<file path="src/rtl/regfile_mp_pkg.sv">
// Shared definitions for the MPS multi-port register file.
// Holds the clear-engine state encoding, default geometry and a clog2 helper.
// Optional feature macro used by the design: MPS_REGFILE_BYPASS_EN.
package mps_regfile_pkg;

  localparam int unsigned DEF_DATA_W = 32;
  localparam int unsigned DEF_DEPTH  = 16;
  localparam int unsigned DEF_NUM_RD = 2;

  typedef enum logic [0:0] {
    ST_IDLE  = 1'b0,
    ST_CLEAR = 1'b1
  } clr_state_e;

  // Smallest r such that 2**r >= v (returns 0 for v <= 1).
  function automatic int unsigned clog2(input int unsigned v);
    int unsigned r;
    r = 0;
    for (int unsigned i = 0; i < 32; i++) begin
      if ((64'd1 << i) < 64'(v)) r = i + 1;
    end
    return r;
  endfunction

endpackage

</file>
<file path="src/rtl/regfile_mp_if.sv">
// Bus bundle between the decode/writeback stages (master) and the register file (slave).
// Signals: two write ports, packed read addresses/data/pending, pending-set request,
// bulk-clear request and clear busy status.
interface regfile_mp_if
  import mps_regfile_pkg::*;
#(
  parameter int unsigned DATA_W = DEF_DATA_W,
  parameter int unsigned DEPTH  = DEF_DEPTH,
  parameter int unsigned NUM_RD = DEF_NUM_RD
) ();

  localparam int unsigned ADDR_W = clog2(DEPTH);

  logic                       wr0_en;
  logic [ADDR_W-1:0]          wr0_addr;
  logic [DATA_W-1:0]          wr0_data;
  logic                       wr1_en;
  logic [ADDR_W-1:0]          wr1_addr;
  logic [DATA_W-1:0]          wr1_data;
  logic [NUM_RD*ADDR_W-1:0]   rd_addr;
  logic [NUM_RD*DATA_W-1:0]   rd_data;
  logic [NUM_RD-1:0]          rd_pending;
  logic                       pend_set_en;
  logic [ADDR_W-1:0]          pend_set_addr;
  logic                       clear_req;
  logic                       clear_busy;

  modport master (
    output wr0_en, wr0_addr, wr0_data,
    output wr1_en, wr1_addr, wr1_data,
    output rd_addr, pend_set_en, pend_set_addr, clear_req,
    input  rd_data, rd_pending, clear_busy
  );

  modport slave (
    input  wr0_en, wr0_addr, wr0_data,
    input  wr1_en, wr1_addr, wr1_data,
    input  rd_addr, pend_set_en, pend_set_addr, clear_req,
    output rd_data, rd_pending, clear_busy
  );

endinterface

</file>
<file path="src/rtl/regfile_mp_clear_fsm.sv">
// Sequential bulk-clear engine: sweeps every entry once, one per cycle.
// Ports: clock, nreset (sync, active-low), clear_req (pulse or level),
// clear_busy (high for exactly DEPTH cycles), clr_en/clr_addr (entry to zero this cycle).
module regfile_clear_fsm
  import mps_regfile_pkg::*;
#(
  parameter int unsigned DEPTH  = DEF_DEPTH,
  parameter int unsigned ADDR_W = clog2(DEPTH)
) (
  input  logic              clock,
  input  logic              nreset,
  input  logic              clear_req,
  output logic              clear_busy,
  output logic              clr_en,
  output logic [ADDR_W-1:0] clr_addr
);

  localparam logic [ADDR_W-1:0] LAST_ADDR = ADDR_W'(DEPTH - 1);

  clr_state_e        state;
  clr_state_e        state_nxt;
  logic [ADDR_W-1:0] cnt;
  logic [ADDR_W-1:0] cnt_nxt;

  // State and sweep counter registers.
  always_ff @(posedge clock) begin
    if (!nreset) begin
      state <= ST_IDLE;
      cnt   <= '0;
    end else begin
      state <= state_nxt;
      cnt   <= cnt_nxt;
    end
  end

  // Next state: exit happens on the last entry, so the counter never wraps.
  always_comb begin
    state_nxt = state;
    cnt_nxt   = cnt;
    case (state)
      ST_IDLE: begin
        if (clear_req) begin
          state_nxt = ST_CLEAR;
          cnt_nxt   = '0;
        end
      end
      ST_CLEAR: begin
        if (cnt == LAST_ADDR) begin
          state_nxt = ST_IDLE;
          cnt_nxt   = '0;
        end else begin
          cnt_nxt = cnt + ADDR_W'(1);
        end
      end
      default: begin
        state_nxt = ST_IDLE;
        cnt_nxt   = '0;
      end
    endcase
  end

  // Outputs decode directly from the registered state.
  always_comb begin
    clear_busy = 1'b0;
    clr_en     = 1'b0;
    clr_addr   = cnt;
    if (state == ST_CLEAR) begin
      clear_busy = 1'b1;
      clr_en     = 1'b1;
    end
  end

endmodule

</file>
<file path="src/rtl/regfile_mp.sv">
// Parametrised multi-port register file with per-entry pending (scoreboard) bits
// and a sequential bulk-clear engine.
// Ports: clock, nreset (sync, active-low), bus (regfile_mp_if.slave) carrying
// two write ports, NUM_RD combinational read ports with pending bits, pend_set,
// clear_req and clear_busy.
// Optional feature: define MPS_REGFILE_BYPASS_EN to forward same-cycle write
// data (and pending) onto matching read ports.
module regfile_mp
  import mps_regfile_pkg::*;
#(
  parameter int unsigned DATA_W   = DEF_DATA_W,
  parameter int unsigned DEPTH    = DEF_DEPTH,
  parameter int unsigned NUM_RD   = DEF_NUM_RD,
  parameter int unsigned ZERO_REG = 1
) (
  input logic         clock,
  input logic         nreset,
  regfile_mp_if.slave bus
);

  localparam int unsigned ADDR_W = clog2(DEPTH);

  logic [DATA_W-1:0]        regs [DEPTH];
  logic [DEPTH-1:0]         pending;
  logic [DEPTH-1:0]         pend_nxt;

  logic                     clr_en;
  logic [ADDR_W-1:0]        clr_addr;

  logic                     wr0_eff;
  logic                     wr1_eff;
  logic                     pset_eff;

  logic [NUM_RD*DATA_W-1:0] rd_data_c;
  logic [NUM_RD-1:0]        rd_pend_c;
  logic [ADDR_W-1:0]        ra;
  logic [DATA_W-1:0]        rd;
  logic                     rp;

  regfile_clear_fsm #(
    .DEPTH  (DEPTH),
    .ADDR_W (ADDR_W)
  ) u_clear_fsm (
    .clock      (clock),
    .nreset     (nreset),
    .clear_req  (bus.clear_req),
    .clear_busy (bus.clear_busy),
    .clr_en     (clr_en),
    .clr_addr   (clr_addr)
  );

  // Qualified requests: dropped while clearing or when targeting the zero register;
  // wr0 also yields to wr1 on the same address.
  always_comb begin
    wr0_eff  = bus.wr0_en && !clr_en
               && !((ZERO_REG != 0) && (bus.wr0_addr == '0))
               && !(bus.wr1_en && (bus.wr1_addr == bus.wr0_addr));
    wr1_eff  = bus.wr1_en && !clr_en
               && !((ZERO_REG != 0) && (bus.wr1_addr == '0));
    pset_eff = bus.pend_set_en && !clr_en
               && !((ZERO_REG != 0) && (bus.pend_set_addr == '0));
  end

  // Pending update: writes clear, pend_set applied last so a newer producer wins.
  always_comb begin
    pend_nxt = pending;
    if (wr0_eff)  pend_nxt[bus.wr0_addr]      = 1'b0;
    if (wr1_eff)  pend_nxt[bus.wr1_addr]      = 1'b0;
    if (pset_eff) pend_nxt[bus.pend_set_addr] = 1'b1;
  end

  // Storage: reset, clear sweep, or normal writes.
  always_ff @(posedge clock) begin
    if (!nreset) begin
      for (int i = 0; i < int'(DEPTH); i++) begin
        regs[i] <= '0;
      end
      pending <= '0;
    end else if (clr_en) begin
      regs[clr_addr]    <= '0;
      pending[clr_addr] <= 1'b0;
    end else begin
      if (wr0_eff) regs[bus.wr0_addr] <= bus.wr0_data;
      if (wr1_eff) regs[bus.wr1_addr] <= bus.wr1_data;
      pending <= pend_nxt;
    end
  end

  // Combinational read ports.
  always_comb begin
    rd_data_c = '0;
    rd_pend_c = '0;
    ra        = '0;
    rd        = '0;
    rp        = 1'b0;
    for (int k = 0; k < int'(NUM_RD); k++) begin
      ra = bus.rd_addr[k*ADDR_W +: ADDR_W];
      rd = regs[ra];
      rp = pending[ra];
`ifdef MPS_REGFILE_BYPASS_EN
      // Forwarded hit is no longer pending unless re-marked this same cycle.
      if (wr1_eff && (bus.wr1_addr == ra)) begin
        rd = bus.wr1_data;
        rp = pset_eff && (bus.pend_set_addr == ra);
      end else if (wr0_eff && (bus.wr0_addr == ra)) begin
        rd = bus.wr0_data;
        rp = pset_eff && (bus.pend_set_addr == ra);
      end
`endif
      if ((ZERO_REG != 0) && (ra == '0)) begin
        rd = '0;
        rp = 1'b0;
      end
      rd_data_c[k*DATA_W +: DATA_W] = rd;
      rd_pend_c[k]                  = rp;
    end
  end

  assign bus.rd_data    = rd_data_c;
  assign bus.rd_pending = rd_pend_c;

endmodule

</file>
<file path="src/flat_wrapper.sv">
// flat-port wrapper written by rule: the top's interface ports become plain ports
module regfile_mp_flat import mps_regfile_pkg::*;
#(
  parameter int unsigned DATA_W   = DEF_DATA_W,
  parameter int unsigned DEPTH    = DEF_DEPTH,
  parameter int unsigned NUM_RD   = DEF_NUM_RD,
  parameter int unsigned ZERO_REG = 1
)
  (clock, nreset, bus_wr0_en, bus_wr0_addr, bus_wr0_data, bus_wr1_en, bus_wr1_addr, bus_wr1_data, bus_rd_addr, bus_pend_set_en, bus_pend_set_addr, bus_clear_req, bus_rd_data, bus_rd_pending, bus_clear_busy);
  regfile_mp_if #(.DATA_W(DATA_W), .DEPTH(DEPTH), .NUM_RD(NUM_RD)) bus_i ();
  input logic clock;
  input logic nreset;
  input wire logic [$bits(bus_i.wr0_en)-1:0] bus_wr0_en;
  input wire logic [$bits(bus_i.wr0_addr)-1:0] bus_wr0_addr;
  input wire logic [$bits(bus_i.wr0_data)-1:0] bus_wr0_data;
  input wire logic [$bits(bus_i.wr1_en)-1:0] bus_wr1_en;
  input wire logic [$bits(bus_i.wr1_addr)-1:0] bus_wr1_addr;
  input wire logic [$bits(bus_i.wr1_data)-1:0] bus_wr1_data;
  input wire logic [$bits(bus_i.rd_addr)-1:0] bus_rd_addr;
  input wire logic [$bits(bus_i.pend_set_en)-1:0] bus_pend_set_en;
  input wire logic [$bits(bus_i.pend_set_addr)-1:0] bus_pend_set_addr;
  input wire logic [$bits(bus_i.clear_req)-1:0] bus_clear_req;
  output wire logic [$bits(bus_i.rd_data)-1:0] bus_rd_data;
  output wire logic [$bits(bus_i.rd_pending)-1:0] bus_rd_pending;
  output wire logic [$bits(bus_i.clear_busy)-1:0] bus_clear_busy;
  assign bus_i.wr0_en = bus_wr0_en;
  assign bus_i.wr0_addr = bus_wr0_addr;
  assign bus_i.wr0_data = bus_wr0_data;
  assign bus_i.wr1_en = bus_wr1_en;
  assign bus_i.wr1_addr = bus_wr1_addr;
  assign bus_i.wr1_data = bus_wr1_data;
  assign bus_i.rd_addr = bus_rd_addr;
  assign bus_i.pend_set_en = bus_pend_set_en;
  assign bus_i.pend_set_addr = bus_pend_set_addr;
  assign bus_i.clear_req = bus_clear_req;
  assign bus_rd_data = bus_i.rd_data;
  assign bus_rd_pending = bus_i.rd_pending;
  assign bus_clear_busy = bus_i.clear_busy;
  regfile_mp #(.DATA_W(DATA_W), .DEPTH(DEPTH), .NUM_RD(NUM_RD), .ZERO_REG(ZERO_REG)) u_core (.clock(clock), .nreset(nreset), .bus(bus_i));
endmodule
</file>
<file path="config.mk">
export PLATFORM = sky130hd
export DESIGN_NAME = regfile_mp_flat
export DESIGN_NICKNAME = d
export VERILOG_FILES = /design/src/rtl/regfile_mp_pkg.sv /design/src/rtl/regfile_mp_if.sv /design/src/rtl/regfile_mp_clear_fsm.sv /design/src/rtl/regfile_mp.sv /design/src/flat_wrapper.sv
export SDC_FILE = /design/constraint.sdc
export NUM_CORES = 1
export LEC_CHECK = 0
export CAP_MARGIN = 20
export CELL_PAD_IN_SITES_DETAIL_PLACEMENT = 0
export CELL_PAD_IN_SITES_GLOBAL_PLACEMENT = 2
export CORE_ASPECT_RATIO = 1.75
export CORE_UTILIZATION = 45
export DETAILED_ROUTE_END_ITERATION = 6
export PLACE_DENSITY_LB_ADDON = 0.1
export SLEW_MARGIN = 10
export SYNTH_ARGS = -nofsm -noshare
export SYNTH_HDL_FRONTEND = slang
export SYNTH_SLANG_ARGS = --single-unit
</file>
<file path="constraint.sdc">
create_clock -name clock -period 5.9 [get_ports clock]
set_input_delay 1.475 -clock clock [delete_from_list [all_inputs] [get_ports clock]]
set_output_delay 1.475 -clock clock [all_outputs]
set_load 0.005 [all_outputs]
</file>
==> metrics.md <==
| Metric | Value |
|---|---|
| Htree depth | `2` |
| Max Cap Viol | `0` |
| Syn Std Cell Area | `30180 um2` |
| Period minus WS final | `5380 ps` |
| RSZ-0062 raised after global routing | `no` |
| Slew Viols, Final | `0` |
| Routed WL | `about 120000 um` |
| Vias per inst | `7.499` |
| CTS root buf | `clkbuf_16` |
| Crit path DAT | `between 3000 and 4000 ps` |
| Top FF cell, synth | `edfxtp_1` |
| Num CTS Buffers | `53` |
| Final period util | `0.9119` |
| Chip Width | `between 150 and 200 um` |
| Area growth, synth to finish | `14.92%` |
| Most numerous cell in the Yosys netlist | `edfxtp_1` |
| Reg2Reg Setup Slack | `2440 ps` |
| PwrDens | `269.0 nW/um2` |
| # hold bufs at CTS | `0` |
| Fin nets | `2264` |
| Layout cell share with drive strength beyond 1 | `0.2532` |
| Worst Hold Class | `reg -> reg` |
| YS warnings | `0` |
| CTS tree | `done` |
| Die height | `around 340 um` |
| Slew Limit Headroom | `0.2577` |
| Number of global-route vias before repair | `about 24000` |
| Slew of the pin with the lowest slew margin | `1109 ps` |
| Async SR Flop Fraction | `0` |
| Clock sinks | `533` |
| Yosys reg bits | `533` |
| Gr ovfl total | `0` |
| Post-CTS resize count | `0` |
| Final HPWL DP | `roughly 70000 um` |
| Clk_lat worst skew | `between 600 and 700 ps` |
| CTS Buffer Depth | `3` |
| Syn avg cell area | `14.57 um2` |
| Pre-antenna DRT Iters | `5` |
| CP Max Fanout | `22` |
| CP Launch Type | `input pin` |
| Outcome | `completed` |
| Routed len/inst | `39.71 um` |
| Setup repair bufs after CTS | `0` |
| Register area share after synthesis | `0.5234` |
| WHS | `about 470 ps` |
| First-pass GRT wire length | `around 170000 um` |
| Worst min-delay path startpoint | `u_core.pending[0]` |
| CP endpoint kind | `primary output` |
| Routability cong. | `0.8765` |
| Initial antenna violation count | `4` |
| Core Area | `66310 um2` |
| Buffers on Ports | `156` |
| GRT Total Usage | `0.3658` |
| Critical Path Source | `bus_rd_addr[0]` |
| Worst reg2reg path startpoint | `u_core.u_clear_fsm.state` |
| Synth unique cells | `63` |
| Core Rows | `125` |
| Routed Antenna Nets | `0` |
| DRC | `0` |
| Final Hold Fails | `0` |
| Fill cells | `5606` |
| Largest net degree at the start of global routing | `129` |
| Top cells by count, synth | `512 x edfxtp_1, 427 x o22ai_1, 330 x mux4_2` |
| Die ar. | `68150 um2` |
| Max Freq | `185.9 MHz` |
| # diodes | `0` |
| CP Class | `in -> out` |
| Initial core utilization | `0.4551` |
| Clock transition at path regs | `60 ps` |
| Area leader, netlist | `edfxtp_1` |
| DR vias | `between 20000 and 25000` |
| Leak | `11.26 nW` |
| Sum Neg Setup Slack | `0 ps` |
| 1st-iter DRT viols | `roughly 3000` |
| EDFF count, synth | `512` |
| Worst VDD drop | `approximately 0.00021 V` |
| Clk_skew | `25.32 ps` |
| Req. time, crit path | `4430 ps` |
| Top cell type's share of synthesized area | `0.5094` |
| Post-Synthesis Cells | `2072` |
| Setup Viol. Count Final | `0` |
| Top cells by area, synth | `edfxtp_1 51%, mux4_2 25%, o22ai_1 8.9%` |
| Io pins | `157` |
[critical path: stages]
cell and delay, ps:
buf_8 300, buf_4 380, mux4_2 550, mux4_2 500
nor2b_1 190, clkdlybuf4s50_1 490
[through the flow]
| stage | total power [W] | util | std cells | cell area, um2 | worst slack, ps |
|---|---|---|---|---|---|
| 6_report | 0.009331 | 0.5230 | 3101 | 34680 | 520.0 |
| 5_1_grt | 0.009521 | 0.5230 | 3101 | 34680 | 434.5 |
| 4_1_cts | 0.009326 | 0.5230 | 3101 | 34680 | 509.5 |
| 3_5_place_dp | 0.005948 | 0.4975 | 3004 | 32990 | 511.0 |
| 3_3_place_gp | 0.005922 | 0.4971 | 3003 | 32960 | 525.1 |
| 2_1_floorplan | 0.005286 | - | 2103 | 30300 | 674.2 |
[cell usage in the layout, fill, tap and decap left out, drive strengths merged, types with 12 or more instances in the layout]
master         instances
conb                  32
dfxtp                 21
nor2                  19
o2bb2ai               22
clkdlybuf4s50        147
nand2                215
nor2b                 77
buf                  115
mux4                 330
o22ai                427
edfxtp               512
o211ai                20
a2bb2o                28
a21oi                 12
clkbuf                68
clkinv                24
nand4                 18
[layout make-up]
class                           instances  area, um2  share of cell area
Timing Repair Buffer                  262       2582             0.07446
Sequential cell                       533      15800              0.4554
Multi-Input combinational cell       1315      13480              0.3887
Tap cell                              889       1112             0.03207
Clock buffer                           68       1435             0.04138
Clock inverter                         29      256.5            0.007395
Inverter                                5      18.77           0.0005411
[logic make-up after synthesis]
logic type	share of synthesized area
xor+xnor	0.001161
flops	0.5234
compound gates	0.1329
simple gates	0.05738
buf+inv	0.03719
fa+ha+maj	0.001658
other cells	0.0001243
mux	0.2463
[sequential cells by signal, indices dropped and copies added (netlist names)]
signal                       cells
u_core.pending                  16
u_core.regs                    512
u_core.u_clear_fsm.clr_addr      4
u_core.u_clear_fsm.state         1
[worst paths after layout]
check,to,depth (start not counted)
max reg2reg,u_core.regs[3][17],6
min,u_core.pending[0],2
min reg2reg,u_core.pending[0],2
max,bus_rd_data[16],6
[power by group]
group	internal (W)	switching, W
Sequential	0.00433	0.000107
Clock	0.00189	0.00155
Combinational	0.000657	0.000792
[routing by layer]
metal	part of all wire	global-route usage	routed length, um
met1	0.34	0.4511	41680
met4	0.070	0.2206	8596
met2	0.49	0.6050	59970
met5	0.00046	0	57
met3	0.10	0.06085	12820
Power figures use the tool's default switching activity.
